<file path="src/rtl/parking_slot_manager.sv">
// Parking-lot occupancy tracker: allocates the lowest free slot over a req/ack
// handshake, frees slots on exit strobes, and keeps registered count/flags.
module parking_slot_manager #(
  parameter int N_SLOTS = 8,
  parameter int CNT_W   = $clog2(N_SLOTS + 1)
) (
  input  logic               clk,
  input  logic               rst_n,
  input  logic               load_en,
  input  logic [N_SLOTS-1:0] load_map,
  input  logic               enter_req,
  output logic               enter_ack,
  output logic [N_SLOTS-1:0] enter_location,
  input  logic               exit_valid,
  input  logic [N_SLOTS-1:0] exit_location,
  output logic [N_SLOTS-1:0] occupancy,
  output logic [CNT_W-1:0]   free_count,
  output logic               full,
  output logic               empty,
  output logic               exit_err
);

  localparam logic [1:0] IDLE    = 2'd0;
  localparam logic [1:0] GRANT   = 2'd1;
  localparam logic [1:0] RELEASE = 2'd2;

  logic [1:0]         state_reg, state_next;
  logic [N_SLOTS-1:0] occ_reg, occ_next;
  logic [N_SLOTS-1:0] loc_reg, loc_next;
  logic               ack_reg, ack_next;
  logic               exit_err_reg, exit_err_next;
  logic [CNT_W-1:0]   free_count_reg, free_count_next;
  logic               full_reg, full_next;
  logic               empty_reg, empty_next;

  // Lowest-index free slot of the registered map, as a one-hot vector.
  logic [N_SLOTS:0]   seen_free;
  logic [N_SLOTS-1:0] lowest_free;
  assign seen_free[0] = 1'b0;
  for (genvar gi = 0; gi < N_SLOTS; gi++) begin : g_lowest
    assign seen_free[gi+1]  = seen_free[gi] | ~occ_reg[gi];
    assign lowest_free[gi]  = ~occ_reg[gi] & ~seen_free[gi];
  end

  logic               grant_start;
  logic               exit_legal;
  logic [N_SLOTS-1:0] bit_set, bit_clear;

  assign grant_start = (state_reg == IDLE) && enter_req && !full_reg && !load_en;
  // The slot being granted is still 0 in occ_reg, so exiting it is illegal.
  assign exit_legal  = exit_valid && !load_en && $onehot(exit_location) &&
                       |(exit_location & occ_reg);
  assign bit_set     = (state_reg == GRANT) ? loc_reg : '0;
  assign bit_clear   = exit_legal ? exit_location : '0;

  always_comb begin
    state_next = state_reg;
    case (state_reg)
      IDLE:    if (grant_start) state_next = GRANT;
      GRANT:   state_next = RELEASE;
      RELEASE: if (!enter_req) state_next = IDLE;
      default: state_next = IDLE;
    endcase
  end

  always_comb begin
    occ_next      = load_en ? load_map : ((occ_reg | bit_set) & ~bit_clear);
    loc_next      = grant_start ? lowest_free : '0;
    ack_next      = grant_start;
    exit_err_next = exit_valid && !load_en && !exit_legal;
    full_next     = &occ_next;
    empty_next    = ~|occ_next;
    free_count_next = '0;
    for (int i = 0; i < N_SLOTS; i++) begin
      free_count_next = free_count_next + {{(CNT_W-1){1'b0}}, ~occ_next[i]};
    end
  end

  always_ff @(posedge clk or negedge rst_n) begin
    if (!rst_n) begin
      state_reg      <= IDLE;
      occ_reg        <= '0;
      loc_reg        <= '0;
      ack_reg        <= 1'b0;
      exit_err_reg   <= 1'b0;
      free_count_reg <= CNT_W'(N_SLOTS);
      full_reg       <= 1'b0;
      empty_reg      <= 1'b1;
    end else begin
      state_reg      <= state_next;
      occ_reg        <= occ_next;
      loc_reg        <= loc_next;
      ack_reg        <= ack_next;
      exit_err_reg   <= exit_err_next;
      free_count_reg <= free_count_next;
      full_reg       <= full_next;
      empty_reg      <= empty_next;
    end
  end

  assign enter_ack      = ack_reg;
  assign enter_location = loc_reg;
  assign occupancy      = occ_reg;
  assign free_count     = free_count_reg;
  assign full           = full_reg;
  assign empty          = empty_reg;
  assign exit_err       = exit_err_reg;

endmodule

</file>
<file path="config.mk">
export PLATFORM = sky130hd
export DESIGN_NAME = parking_slot_manager
export DESIGN_NICKNAME = d
export VERILOG_FILES = /design/src/rtl/parking_slot_manager.sv
export SDC_FILE = /design/constraint.sdc
export NUM_CORES = 1
export LEC_CHECK = 0
export ABC_CLOCK_PERIOD_IN_PS = 11100
export BUFFER_PORTS_ARGS = -buffer_cell sky130_fd_sc_hd__buf_4
export CAP_MARGIN = 5
export CORE_MARGIN = 2
export CORE_UTILIZATION = 55
export DETAILED_ROUTE_END_ITERATION = 10
export PLACE_DENSITY_LB_ADDON = 0.25
export SLEW_MARGIN = 20
export SYNTH_ARGS = -nofsm -noshare
export SYNTH_HDL_FRONTEND = slang
export SYNTH_SLANG_ARGS = --single-unit
</file>
<file path="constraint.sdc">
create_clock -name clk -period 11.1 [get_ports clk]
set_input_delay 0.555 -clock clk [delete_from_list [all_inputs] [get_ports clk]]
set_output_delay 0.555 -clock clk [all_outputs]
set_load 0.005 [all_outputs]
</file>
==> results by group <==
Drt
  – Final ANT Viol Nets: 0
  – DR vias: between 1000 and 1500
  – Drt pass-1 iters: 4
  – Residual DRC: 0
  – WL/cell: around 16 µm
  – Initial detailed-routing violation count: 82
  – Vias per cell: 5.752
  – Aggregate routed wire length: approximately 3.6 mm

Placement
  – Post-DP HPWL: ~2.8 mm
  – Dpl cells: between 200 and 250
  – Routability cong.: ~0.83
  – Number of buffers added on ports: 44

Floorplanning
  – Die Y: roughly 57 µm
  – Initial core utilization: 0.5698
  – Die W: roughly 57 µm
  – Rows: 19
  – Total die area: approximately 3300 µm²
  – Core area: 2734 µm²
  – Boundary Pins: 45

Worst hold path
  – Hold WC Path Type: input pin to asynchronous set/reset pin

Setup path
  – Reg2Reg Depth: 14
  – CP max stage cell: fa_1
  – WP buf/inv: 8
  – Worst Setup Path Type: input pin to flip-flop
  – R2R setup slack: between 7 and 8 ns
  – Cell Chain, Critical Path: buf_4, inv_1, fa_1, fa_1, fa_1, inv_1, ha_1, inv_1, fa_1, a211oi_1, nor2b_1, nor4_4, a211oi_1, a21oi_1, fa_1, inv_1, fa_1, inv_1, fa_1, ha_1, inv_1, fa_1, inv_1
  – R2R Path Start: occupancy[2]$_DFF_PN0_
  – Worst path required time: 11.37 ns
  – CP max FO: 10
  – RR Endpoint: free_count[1]$_DFF_PN0_
  – Arrival time worst endpoint: approximately 6.4 ns
  – Crit start category: input pin
  – Worst setup path start: exit_location[0]
  – CP top delay family: adder cells
  – Crit-path most repeated cell: fa_1
  – Crit path largest cell delay: roughly 0.57 ns
  – Critical path endpoint category: flip-flop

Global routing
  – Vias in the first global route: 1244
  – Initial antenna violation count: 0
  – First-pass GRT wire length: 5.747 mm
  – Gr usage total: 0.2321
  – Remaining global-route overflow: 0
  – Largest net degree at the start of global routing: 27

Run
  – Max Cap Violations: 0

Synth
  – Mapped Nets: ~180
  – Syn Inst Count: approximately 150
  – Predominant post-synthesis flop cell: dfrtp_1
  – Netlist Area Pre-Place: around 1600 µm²
  – Post-synth EDFFs: 0
  – Syn avg cell area: ~11 µm²
  – Seq cells post-synth: 26
  – Largest area contributor in the netlist: dfrtp_1
  – Netlist cell types: 39
  – Synth top area share: 0.3855
  – Ys async rst share: 1.000
  – Synthesis Warnings: 0
  – Sequential cell area fraction in the yosys report: 0.4193
  – Largest cells by area after synthesis: dfrtp_1 39%, fa_1 10%, inv_1 6.7%, ha_1 6.4%, dfstp_2 3.4%

Cells and area
  – Fill cells: between 200 and 250
  – ANT cells: 0
  – Share of post-route cells with drive strength above 1: 0.3037
  – Layout overhead on the synthesized area: 25.70%
  – Final nets: about 230
  – Final Non-Filler Cells: 222

Clock network
  – Clk pin slew, worst setup/hold paths: 0.15 ns
  – Clk_lat worst skew: around 0.33 ns
  – CTS tree: built
  – Clock Tree Buf Depth: 2
  – Post_cts resized: 0
  – Hold Buf Count CTS: 0
  – CTS Buf Count: 3
  – Clock Sinks: 26
  – Post-CTS Repair Setup Buffers: 0
  – Root buffer cell: clkbuf_4
  – Htree depth: 1

Timing
  – Fin crit period: about 6.1 ns
  – Clk_skew: just under 0.009 ns
  – Unrepaired setup endpoints after global routing: no
  – Period utilization: 0.5514
  – Achievable Freq: about 160 MHz
  – Final hold viol count: 0
  – Worst slew pin tran: approximately 0.69 ns
  – Slew headroom: 0.5368
  – Max-slew violations: 0
  – Final setup fails: 0
  – Fin Setup TNS: 0 ns

Power and ir drop
  – LEAKAGE: 1.032 nW
  – P per Cell Area: roughly 150 nW/µm²
  – VDD IR max: between 0.1 and 0.15 mV

Run status
  – Outcome: finished, final reports clean
==> cells in the mapped netlist (2+ instances only) <==
cell / instances
nor2b_1: 5
inv_1: 28
nor2_1: 4
or3_1: 3
nand2_1: 5
o21ai_0: 3
mux2_2: 2
a211o_1: 3
a21o_1: 6
ha_1: 8
a31oi_1: 3
nor3b_1: 3
a22oi_1: 4
fa_1: 8
a21oi_1: 8
a211oi_1: 3
dfstp_2: 2
nand2b_1: 2
dfrtp_1: 24
nor3_1: 2
buf_2: 2
==> where the power goes <==
part / switching [mW] / total [mW] / leakage [nW] / internal [mW]
Sequential: 0.00836 / 0.117 / 0.328 / 0.108
Clock: 0.0288 / 0.0653 / 0.0279 / 0.0365
Combinational: 0.0559 / 0.109 / 0.676 / 0.0531
==> layout make-up <==
cell class	count	area [µm²]	share of cell area
tap	31	38.79	0.01981
timing repair buffer	44	330.3	0.1687
clock inverter	1	30.03	0.01534
inverter	28	105.1	0.05367
multi-input combinational	89	778.2	0.3974
sequential	26	653.1	0.3335
clock buffer	3	22.52	0.01150
==> kinds of logic (layout without fill, tap and decap cells) <==
family / count (synthesis) / count (layout) / share of synthesized area
compound gates: 36 / 36 / 0.1606
xor+xnor: 1 / 1 / 0.005624
fa+ha+maj: 16 / 16 / 0.1671
buf+inv: 31 / 76 / 0.08112
flops: 26 / 26 / 0.4193
mux: 2 / 2 / 0.01446
simple gates: 34 / 34 / 0.1518
==> how the worst max path moves through the flow <==
| stage | endpoint | cells past startpoint |
|---|---|---|
| 3_5_place_dp | free_count[1]$_DFF_PN0_ | 23 |
| 6_report | free_count[1]$_DFF_PN0_ | 23 |
| 3_3_place_gp | free_count[1]$_DFF_PN0_ | 23 |
| 5_1_grt | free_count[1]$_DFF_PN0_ | 23 |
| 4_1_cts | free_count[1]$_DFF_PN0_ | 23 |
| 2_1_floorplan | free_count[1]$_DFF_PN0_ | 22 |
==> cell usage in the layout, fill, tap and decap left out, drive strengths merged, types with 2 or more instances in the layout <==
cell	n
dfrtp	24
nor4	3
a21o	6
nor2	4
a211o	3
mux2	2
a22oi	4
nor3	2
o21ai	3
or3	3
fa	8
a21oi	8
buf	44
dfstp	2
inv	28
nor3b	3
ha	8
nand2b	2
clkbuf	3
a31oi	3
a211oi	3
nand2	5
nor2b	5
==> through the flow <==
step,utilization,setup WS [ns],area (µm²),hold WS [ns],total power [mW]
2_1_floorplan,-,5.234,1558,0.2594,0.1841
3_3_place_gp,0.6970,4.896,1906,0.4773,0.2211
3_5_place_dp,0.6970,4.659,1906,0.4824,0.2284
4_1_cts,0.7162,4.969,1958,0.1091,0.2944
5_1_grt,0.7162,4.659,1958,0.1225,0.3115
6_report,0.7162,4.979,1958,0.1066,0.2911
==> worst reg2reg max path, stage by stage, from the launching register on <==
cell	delay, ns
dfrtp_1	0.48
a22oi_1	0.14
and4_4	0.22
nor4_4	0.58
a211oi_1	0.23
a21oi_1	0.24
fa_1	0.45
inv_1	0.08
fa_1	0.40
inv_1	0.08
fa_1	0.41
ha_1	0.20
inv_1	0.07
fa_1	0.40
inv_1	0.06
==> routing by layer <==
metal  up-vias  part of all wire  GRT usage
li1        587                 -          -
met1       626              0.39     0.2979
met2        57              0.52     0.4187
met3         7             0.068    0.02721
met4         0             0.015    0.05980
met5         -                 0          0
No activity file was read; power rests on OpenSTA's default activity.
